--- src/rtl/lsu_pkg.sv ---
// rtl/lsu_pkg.sv - shared types, funct3 codes and access checks for the load/store unit
package lsu_pkg;

  typedef enum logic [1:0] {
    IDLE  = 2'd0,
    READ  = 2'd1,
    WRITE = 2'd2,
    DONE  = 2'd3
  } lsu_state_t;

  localparam logic [2:0] F3_B  = 3'b000;
  localparam logic [2:0] F3_H  = 3'b001;
  localparam logic [2:0] F3_W  = 3'b010;
  localparam logic [2:0] F3_BU = 3'b100;
  localparam logic [2:0] F3_HU = 3'b101;

  // Halves need an even address, words a 4-byte aligned one; bytes never fault.
  function automatic logic lsu_misaligned(input logic [2:0] funct3, input logic [1:0] addr_lo);
    case (funct3)
      F3_H, F3_HU: return addr_lo[0];
      F3_W:        return addr_lo != 2'b00;
      default:     return 1'b0;
    endcase
  endfunction

  // Stores have no unsigned variants, so only B/H/W are legal for them.
  function automatic logic lsu_illegal(input logic store, input logic [2:0] funct3);
    if (store) begin
      return !(funct3 == F3_B || funct3 == F3_H || funct3 == F3_W);
    end
    return !(funct3 == F3_B || funct3 == F3_H || funct3 == F3_W ||
             funct3 == F3_BU || funct3 == F3_HU);
  endfunction

endpackage

--- src/rtl/lsu_align.sv ---
// rtl/lsu_align.sv - byte-lane extraction for loads and lane merge for sub-word stores
module lsu_align
  import lsu_pkg::*;
(
  input  logic [2:0]  i_funct3,
  input  logic [1:0]  i_addr_lo,
  input  logic [31:0] i_word,
  input  logic [31:0] i_wdata,
  output logic [31:0] o_load_data,
  output logic [31:0] o_store_word
);

  logic [7:0]  w_byte;
  logic [15:0] w_half;

  assign w_byte = i_word[{i_addr_lo, 3'b000} +: 8];
  assign w_half = i_word[{i_addr_lo[1], 4'b0000} +: 16];

  // Extend the selected lane to 32 bits according to the load width code.
  always_comb begin
    o_load_data = 32'd0;
    case (i_funct3)
      F3_B:    o_load_data = {{24{w_byte[7]}}, w_byte};
      F3_H:    o_load_data = {{16{w_half[15]}}, w_half};
      F3_W:    o_load_data = i_word;
      F3_BU:   o_load_data = {24'd0, w_byte};
      F3_HU:   o_load_data = {16'd0, w_half};
      default: o_load_data = 32'd0;
    endcase
  end

  // Replace only the addressed lane(s) of the old word with the store data.
  always_comb begin
    o_store_word = i_word;
    case (i_funct3)
      F3_B:    o_store_word[{i_addr_lo, 3'b000} +: 8] = i_wdata[7:0];
      F3_H:    o_store_word[{i_addr_lo[1], 4'b0000} +: 16] = i_wdata[15:0];
      F3_W:    o_store_word = i_wdata;
      default: o_store_word = i_word;
    endcase
  end

endmodule

--- src/rtl/load_store_unit.sv ---
// rtl/load_store_unit.sv - single-request load/store unit with read-modify-write for sub-word stores
module load_store_unit
  import lsu_pkg::*;
#(
  parameter int ADDR_WIDTH = 32
)
(
  input  logic                  clk,
  input  logic                  reset,
  input  logic                  req_valid,
  output logic                  req_ready,
  input  logic                  req_store,
  input  logic [2:0]            req_funct3,
  input  logic [ADDR_WIDTH-1:0] req_addr,
  input  logic [31:0]           req_wdata,
  output logic                  resp_valid,
  output logic [31:0]           resp_rdata,
  output logic                  resp_error,
  output logic [ADDR_WIDTH-1:0] mem_address,
  output logic [31:0]           mem_data_in,
  input  logic [31:0]           mem_data_out,
  output logic                  mem_we
);

  lsu_state_t            r_state;
  lsu_state_t            w_next;
  logic                  r_store;
  logic [2:0]            r_funct3;
  logic [ADDR_WIDTH-1:0] r_addr;
  logic [31:0]           r_wdata;
  logic [31:0]           r_data;
  logic [31:0]           r_mem_wdata;
  logic                  r_error;

  logic                  w_accept;
  logic                  w_req_error;
  logic [31:0]           w_word;
  logic [31:0]           w_load_val;
  logic [31:0]           w_store_word;

  assign w_accept    = (r_state == IDLE) && req_valid;
  assign w_req_error = lsu_illegal(req_store, req_funct3) ||
                       lsu_misaligned(req_funct3, req_addr[1:0]);

  // During READ the merge works on the live memory word; afterwards on the captured one.
  assign w_word = (r_state == READ) ? mem_data_out : r_data;

  lsu_align u_align (
    .i_funct3     (r_funct3),
    .i_addr_lo    (r_addr[1:0]),
    .i_word       (w_word),
    .i_wdata      (r_wdata),
    .o_load_data  (w_load_val),
    .o_store_word (w_store_word)
  );

  assign mem_address = {r_addr[ADDR_WIDTH-1:2], 2'b00};
  assign mem_data_in = r_mem_wdata;

  // State register; reset drops mem_we immediately because it decodes from this.
  always_ff @(posedge clk or posedge reset) begin
    if (reset) begin
      r_state <= IDLE;
    end else begin
      r_state <= w_next;
    end
  end

  // Next-state sequencing and state-decoded outputs.
  always_comb begin
    w_next     = r_state;
    req_ready  = 1'b0;
    resp_valid = 1'b0;
    resp_error = 1'b0;
    resp_rdata = 32'd0;
    mem_we     = 1'b0;
    case (r_state)
      IDLE: begin
        req_ready = 1'b1;
        if (req_valid) begin
          if (w_req_error) begin
            w_next = DONE;
          end else if (req_store && req_funct3 == F3_W) begin
            w_next = WRITE;
          end else begin
            w_next = READ;
          end
        end
      end
      READ: begin
        w_next = r_store ? WRITE : DONE;
      end
      WRITE: begin
        mem_we = 1'b1;
        w_next = DONE;
      end
      DONE: begin
        resp_valid = 1'b1;
        resp_error = r_error;
        resp_rdata = (r_store || r_error) ? 32'd0 : w_load_val;
        w_next     = IDLE;
      end
      default: w_next = IDLE;
    endcase
  end

  // Latch the request at acceptance and capture read data / merged write word in READ.
  always_ff @(posedge clk or posedge reset) begin
    if (reset) begin
      r_store     <= 1'b0;
      r_funct3    <= 3'd0;
      r_addr      <= '0;
      r_wdata     <= 32'd0;
      r_data      <= 32'd0;
      r_mem_wdata <= 32'd0;
      r_error     <= 1'b0;
    end else begin
      if (w_accept) begin
        r_store  <= req_store;
        r_funct3 <= req_funct3;
        r_addr   <= req_addr;
        r_wdata  <= req_wdata;
        r_error  <= w_req_error;
        if (req_store && req_funct3 == F3_W) begin
          r_mem_wdata <= req_wdata;
        end
      end
      if (r_state == READ) begin
        r_data <= mem_data_out;
        if (r_store) begin
          r_mem_wdata <= w_store_word;
        end
      end
    end
  end

endmodule

--- config.mk ---
export PLATFORM = sky130hd
export DESIGN_NAME = load_store_unit
export DESIGN_NICKNAME = d
export VERILOG_FILES = /design/src/rtl/lsu_pkg.sv /design/src/rtl/lsu_align.sv /design/src/rtl/load_store_unit.sv
export SDC_FILE = /design/constraint.sdc
export NUM_CORES = 1
export LEC_CHECK = 0
export BUFFER_PORTS_ARGS = -buffer_cell sky130_fd_sc_hd__buf_2
export CAP_MARGIN = 10
export CORE_MARGIN = 5
export CORE_UTILIZATION = 55
export CTS_BUF_LIST = sky130_fd_sc_hd__clkbuf_8
export DETAILED_ROUTE_END_ITERATION = 10
export GPL_TIMING_DRIVEN = 0
export HOLD_SLACK_MARGIN = 0.08
export PLACE_DENSITY = 0.8
export SLEW_MARGIN = 20
export SYNTH_ARGS = -nofsm -noshare
export SYNTH_HDL_FRONTEND = slang
export SYNTH_HIERARCHICAL = 1
export SYNTH_SLANG_ARGS = --single-unit
--- constraint.sdc ---
create_clock -name clk -period 4.3 [get_ports clk]
set_input_delay 0 -clock clk [delete_from_list [all_inputs] [get_ports clk]]
set_output_delay 0 -clock clk [all_outputs]
set_load 0.02 [all_outputs]
==> results of run 1 <==
sequential cells by signal, indices dropped and copies added (netlist names):
name	flops
r_error	1
r_data	32
r_wdata	32
mem_data_in	32
r_store	1
r_funct3	3
r_state	2
r_addr	32
power groups by stage:
stage / Combinational [W] / Sequential (W) / Clock [W]
2_1_floorplan: 0.00358 / 0.00237 / 0
3_3_place_gp: 0.00516 / 0.00233 / 0
3_5_place_dp: 0.00524 / 0.00235 / 0
4_1_cts: 0.00534 / 0.00233 / 0.00111
5_1_grt: 0.00590 / 0.00242 / 0.00117
6_report: 0.00551 / 0.00236 / 0.00110
path summary, 6_finish.rpt:
kind	start	endpoint	slack, ns	cells past startpoint
worst max-delay path	r_state[1]$_DFFE_PP0P_	resp_rdata[12]	0.67	11
worst min-delay path	reset	r_addr[10]$_DFFE_PP0P_	0.13	3
worst max register to register	r_addr[1]$_DFFE_PP0P_	mem_data_in[29]$_DFF_PP0_	0.73	10
worst min register to register	r_wdata[29]$_DFFE_PP0P_	r_wdata[29]$_DFFE_PP0P_	0.48	2
max in group asynchronous	reset	r_data[3]$_DFF_PP0_	3.46	4
min in group clk	req_addr[22]	r_addr[22]$_DFFE_PP0P_	0.27	4
final cells by class:
type	count	area share, %
Buffer	108	6.12
Clock buffer	17	2.11
Clock inverter	15	1.51
Inverter	10	0.406
Multi-Input combinational cell	720	38.9
Sequential cell	135	30.4
Tap cell	188	2.12
Timing Repair Buffer	303	18.5
layout by cell type, fill, tap and decap left out, types with 13 or more instances in the layout:
master | Yosys | layout
a211oi_1 | 14 | 14
a21o_1 | 24 | 24
a21oi_1 | 31 | 31
a31oi_1 | 44 | 44
and2_1 | 33 | 33
buf_2 | 24 | 224
buf_4 | 39 | 39
clkbuf_1 | 28 | 28
clkbuf_8 | 0 | 17
dfrtp_1 | 135 | 135
dlygate4sd3_1 | 0 | 102
mux2_2 | 45 | 45
nand2_1 | 222 | 222
nand3_1 | 13 | 13
nand3_2 | 20 | 20
nor2_1 | 66 | 66
nor2b_1 | 19 | 19
o21ai_0 | 60 | 60
cell families (layout without fill, tap and decap cells):
logic type | Yosys count | after routing | synth area share (%)
AND/OR/NAND/NOR | 408 | 408 | 22.9
AO/OA/AOI/OAI | 243 | 243 | 19.3
flip-flops | 135 | 135 | 40.2
buffers and inverters | 118 | 453 | 8.53
multiplexers | 58 | 58 | 7.72
adder cells (fa/ha/maj) | 9 | 9 | 1.34
other | 1 | 2 | 0.0446
critical path: stages, from the launching register on:
cell      delay (ns)
dfrtp_1         0.41
inv_1           0.12
ha_1            0.15
buf_2           0.23
buf_2           0.30
mux2_2          0.46
mux4_2          0.50
and2_0          0.17
clkbuf_1        0.20
a221o_1         0.31
and2_1          0.14
buf_2           0.16
layer usage:
layer / vias up / part of all wire [%]
met2: 540 / 47
met4: 0 / 3.6
met3: 99 / 10
li1: 3988 / -
met5: - / 0
met1: 4128 / 39
stage by stage:
step / instances / hold slack (ns) / instance area, sq um / worst slack (ns)
finish: 1496 / 0.134 / 11100 / 0.671
global route: 1496 / 0.190 / 11100 / 0.505
CTS: 1496 / 0.110 / 11100 / 0.724
detailed placement: 1362 / 0.0650 / 9680 / 0.916
global placement: 1361 / 0.189 / 9650 / -0.805
floorplan: 973 / 0.105 / 8410 / 0.689
==> impl_metrics.csv, run 1 <==
group,metric,value,unit
die,initial_utilization,55.7,%
clock_network,clk_latency,0.46,ns
drt,first_pass_iters,6,
cells_and_area,diodes,0,
yosys,netlist_area,8410,sq um
drt,routed_via_density,5.85,
yosys,syn_inst,972,
yosys,synth_area_leaders,"dfrtp_1, nand2_1, mux2_2",
critical_path,critical_path.max_fanout,10,
sta,report.final.slew_viol_count,0,
yosys,synth_common_cells,"nand2_1, dfrtp_1, nor2_1",
drt,wl_per_cell,20.8,um
status,status,"finished clean",
power,swShare,48.7,%
clock_network,cts_buffers,17,
clock_network,cts_tree,"yes",
yosys,ys_seq_area_share,40.2,%
sta,hold_viol,0,
yosys,syn_avg_cell_area,8.65,sq um
clock_network,clkTransAtPathRegs,0.09,ns
critical_path,crit_arrival,3.63,ns
power,p_int,0.00460,W
die,num_io_pins,203,
clock_network,htree_levels,4,
critical_path,critPathCaptureType,"primary output",
sta,fin_setup_tns,0,ns
placement,portBuffers,200,
yosys,yosysTopAreaCell,"dfrtp_1",
cells_and_area,regArea,3380,sq um
drt,postRouteAntennaNets,0,
placement,dp_hpwl,20.8,mm
clock_network,cts_resized,0,
power,p_per_area,808,nW/um^2
grt,track_usage,34.8,%
sta,clock.fmax,276,MHz
sta,worst_pin_slew,0.905,ns
yosys,ys_warn_count,6,
drt,wl,31.1,mm
grt,use_met3,8.38,%
sta,clock_skew,0.0128,ns
sta,slew-limit-headroom,39.1,%
die,dieHeight,134,um
power,clkPwrFrac,12.2,%
yosys,synth_seq_cells,135,
critical_path,worstPathRequired,4.30,ns
die,fp.dieW,134,um
die,rows,45,
grt,grt_max_degree,74,
power,p_switching,0.00437,W
die,fp.dieArea,17900,sq um
sta,period_needed,3.63,ns
power,power.total,0.00897,W
clock_network,max-clock-path-buffers,2,
cells_and_area,nets,1407,
grt,first_global_vias,8922,
flow_run,drv_cap,0,
power,ir_worst_vdd,0.444,mV
clock_network,cts-root-buf,"clkbuf_8",
drt,drc_errors,0,
clock_network,cts.sinks,135,
grt,busiest_layer,"met2",
sta,rsz0062_at_grt,"false",
critical_path,path_class,"reg2out",
drt,vias,8755,
clock_network,hold_buffers,102,
grt,use_met1,43.8,%
cells_and_area,area_growth,32.1,%
grt,grt_use_met2,58.2,%
yosys,synth_edf_count,0,
grt,grt-ovfl-total,0,
die,core,15100,sq um
grt,antenna_found_initial,0,
power,p_leak,5.47,nW
critical_path,cp-start-kind,"flop",
yosys,synth.distinct_cells,68,
yosys,synth_top_area_share,40.2,%
drt,drtIter0Drc,842,
cells_and_area,fillers,1087,
yosys,yosysMostFrequentCell,"nand2_1",
cells_and_area,multiInputGateArea,4320,sq um
power,power.share.combinational,61.4,%
yosys,async_flop_share,100,%
cells_and_area,drive_gt1_share,29.5,%
cells_and_area,final_core_util,73.6,%
grt,grt_pass1_wl,48.7,mm
clock_network,post-cts-setup-buffers,0,
sta,setup_violations,0,
sta,post-route-period-util,84.4,%
yosys,ys.flop_type,"dfrtp_1",
hold_path,worstHoldPathType,"in2async",
placement,routabilityCongestion,1.01,
power,pwr-share-seq,26.4,%
Power figures use the tool's default switching activity.
==> run 2: changes to the inputs <==
Settings changed: CORE_UTILIZATION 55 to 51, PLACE_DENSITY 0.8 to 0.78.
Clock period 4.3 ns to 3.2 ns, I/O delays scaled along.
==> run 2 against run 1 <==
- hold slack worse by 0.015 ns
- wire length is 0.31% lower
- register-to-register slack worse by 0.57 ns
- final cell count is 3.4% higher
- largest cell class unchanged
==> impl_metrics.csv, run 2 (synthesis results as in run 1) <==
group,metric,value,unit
die,fp.dieArea,19200,sq um
sta,fin_setup_tns,0,ns
critical_path,slowest_stage,"mux4_2",
drt,postRouteAntennaNets,0,
power,ir_worst_vdd,0.530,mV
sta,finalWorstSetupSlack,0.0650,ns
cells_and_area,nets,1426,
sta,period_needed,3.14,ns
clock_network,cts_buffers,17,
sta,worst_pin_slew,0.821,ns
clock_network,cts-root-buf,"clkbuf_8",
drt,routed_via_density,5.65,
cells_and_area,mostFrequentLayoutCells,"nand2_1, buf_2, dfrtp_1",
placement,dp_hpwl,21.0,mm
critical_path,crit_arrival,3.14,ns
clock_network,clk_latency,0.46,ns
sta,clock.fmax,319,MHz
die,num_io_pins,203,
grt,track_usage,31.4,%
hold_path,worstHoldPathType,"in2async",
power,p_int,0.00676,W
critical_path,critPathCaptureType,"primary output",
drt,wl_per_cell,20.0,um
placement,place_ws,-0.139,ns
drt,wl,31.0,mm
power,p_leak,5.67,nW
grt,grt_use_met2,51.7,%
sta,clock_skew,0.0158,ns
cells_and_area,area_growth,37.2,%
clock_network,clkTransAtPathRegs,0.09,ns
power,swShare,46.7,%
sta,hold_viol,0,
cells_and_area,fillers,1238,
clock_network,max-clock-path-buffers,2,
power,p_switching,0.00591,W
placement,portBuffers,200,
critical_path,cp-start-kind,"flop",
power,clkPwrFrac,13.3,%
die,initial_utilization,51.3,%
clock_network,htree_levels,4,
power,p_per_area,1100,nW/um^2
critical_path,path_class,"reg2out",
cells_and_area,multiInputGateArea,4360,sq um
critical_path,r2r-start,"r_addr[1]$_DFFE_PP0P_",
sta,setup_violations,0,
cells_and_area,diodes,0,
drt,drtIter0Drc,740,
power,power.share.combinational,61.6,%
drt,first_pass_iters,6,
grt,busiest_layer,"met2",
sta,post-route-period-util,98.0,%
die,dieHeight,138,um
grt,use_met1,40.6,%
cells_and_area,regArea,3380,sq um
placement,routabilityCongestion,1.04,
grt,grt-ovfl-total,0,
grt,antenna_found_initial,0,
clock_network,cts.sinks,135,
die,core,16400,sq um
critical_path,cp_slowest_stage_delay,0.51,ns
grt,first_global_vias,8923,
grt,use_met3,8.11,%
drt,vias,8745,
flow_run,drv_cap,0,
cells_and_area,drive_gt1_share,31.1,%
grt,grt_max_degree,35,
critical_path,critical_path.max_fanout,8,
sta,report.final.slew_viol_count,0,
power,pwr-share-seq,25.1,%
critical_path,startpoint,"r_state[1]$_DFFE_PP0P_",
clock_network,cts_tree,"yes",
die,fp.dieW,138,um
drt,drc_errors,0,
die,rows,47,
critical_path,crit_chain,"inv_2 -> ha_4 -> buf_12 -> buf_8 -> mux2_4 -> mux4_2 -> nor2_4 -> a2111oi_4 -> clkbuf_16 -> a21o_2 -> and2_1 -> buf_2",
cells_and_area,final_common_cell,"nand2_1",
critical_path,r2r_slack,0.16,ns
sta,slew-limit-headroom,45.1,%
critical_path,worstPathRequired,3.20,ns
grt,grt_pass1_wl,48.6,mm
status,status,"finished clean",
## run 2: through the flow
stage	cells	utilization (%)	cell area [sq um]	total power, W	hold WS [ns]
detailed placement	1397	59.6	9770	0.0102	0.0429
global placement	1393	59.1	9690	0.0101	0.190
finish	1547	70.3	11500	0.0127	0.119
floorplan	973	-	8420	0.00800	0.105
CTS	1532	69.2	11300	0.0121	0.0880
global route	1547	70.3	11500	0.0134	0.175
## run 2: worst max-delay path: cells and delay by family, from the launching register on
kind	cells	cell delay (ns)
AOI/OAI and AO/OA	2	0.26
muxes	2	0.85
DFF	1	0.40
buffers and inverters	5	0.69
adders and majority gates	1	0.16
and+or+nand+nor	2	0.29
## run 2: timing repair
item	4_1_cts	5_1_grt
buffers inserted	3	13
pin swaps	1	1
gates resized for setup	19	15
hold buffers	102	0
cloned	0	2
setup endpoints to repair	36	44
endpoints found under the hold margin	202	0
## run 2: worst paths after layout
kind                                              to  cells after the start
max                                   resp_rdata[26]                     12
min                           r_addr[26]$_DFFE_PP0P_                      3
max reg2reg                mem_data_in[29]$_DFF_PP0_                     10
min reg2reg                  r_funct3[1]$_DFFE_PP0P_                      2
max in group asynchronous       r_data[27]$_DFF_PP0_                      5
min in group clk              r_addr[18]$_DFFE_PP0P_                      4
## run 2: area by class of cell
type	instances	share of cell area (%)
buffer	106	6.17
clock buffer	18	2.15
clock inverter	14	1.91
inverter	10	0.358
multi-input combinational	720	37.8
sequential	135	29.3
tap	220	2.39
timing repair buffer	324	20.0
## run 2: power by group through the flow
stage	combinational, W	clock [W]	sequential [W]
6_report	0.00780	0.00168	0.00318
3_3_place_gp	0.00693	0	0.00312
5_1_grt	0.00833	0.00179	0.00325
3_5_place_dp	0.00702	0	0.00315
2_1_floorplan	0.00481	0	0.00319
4_1_cts	0.00731	0.00171	0.00312
## run 2: per-layer routing
layer | wire length (um) | vias up
li1 | - | 4023
met1 | 12200 | 4141
met2 | 14700 | 505
met3 | 3040 | 76
met4 | 1050 | 0
met5 | 0 | -
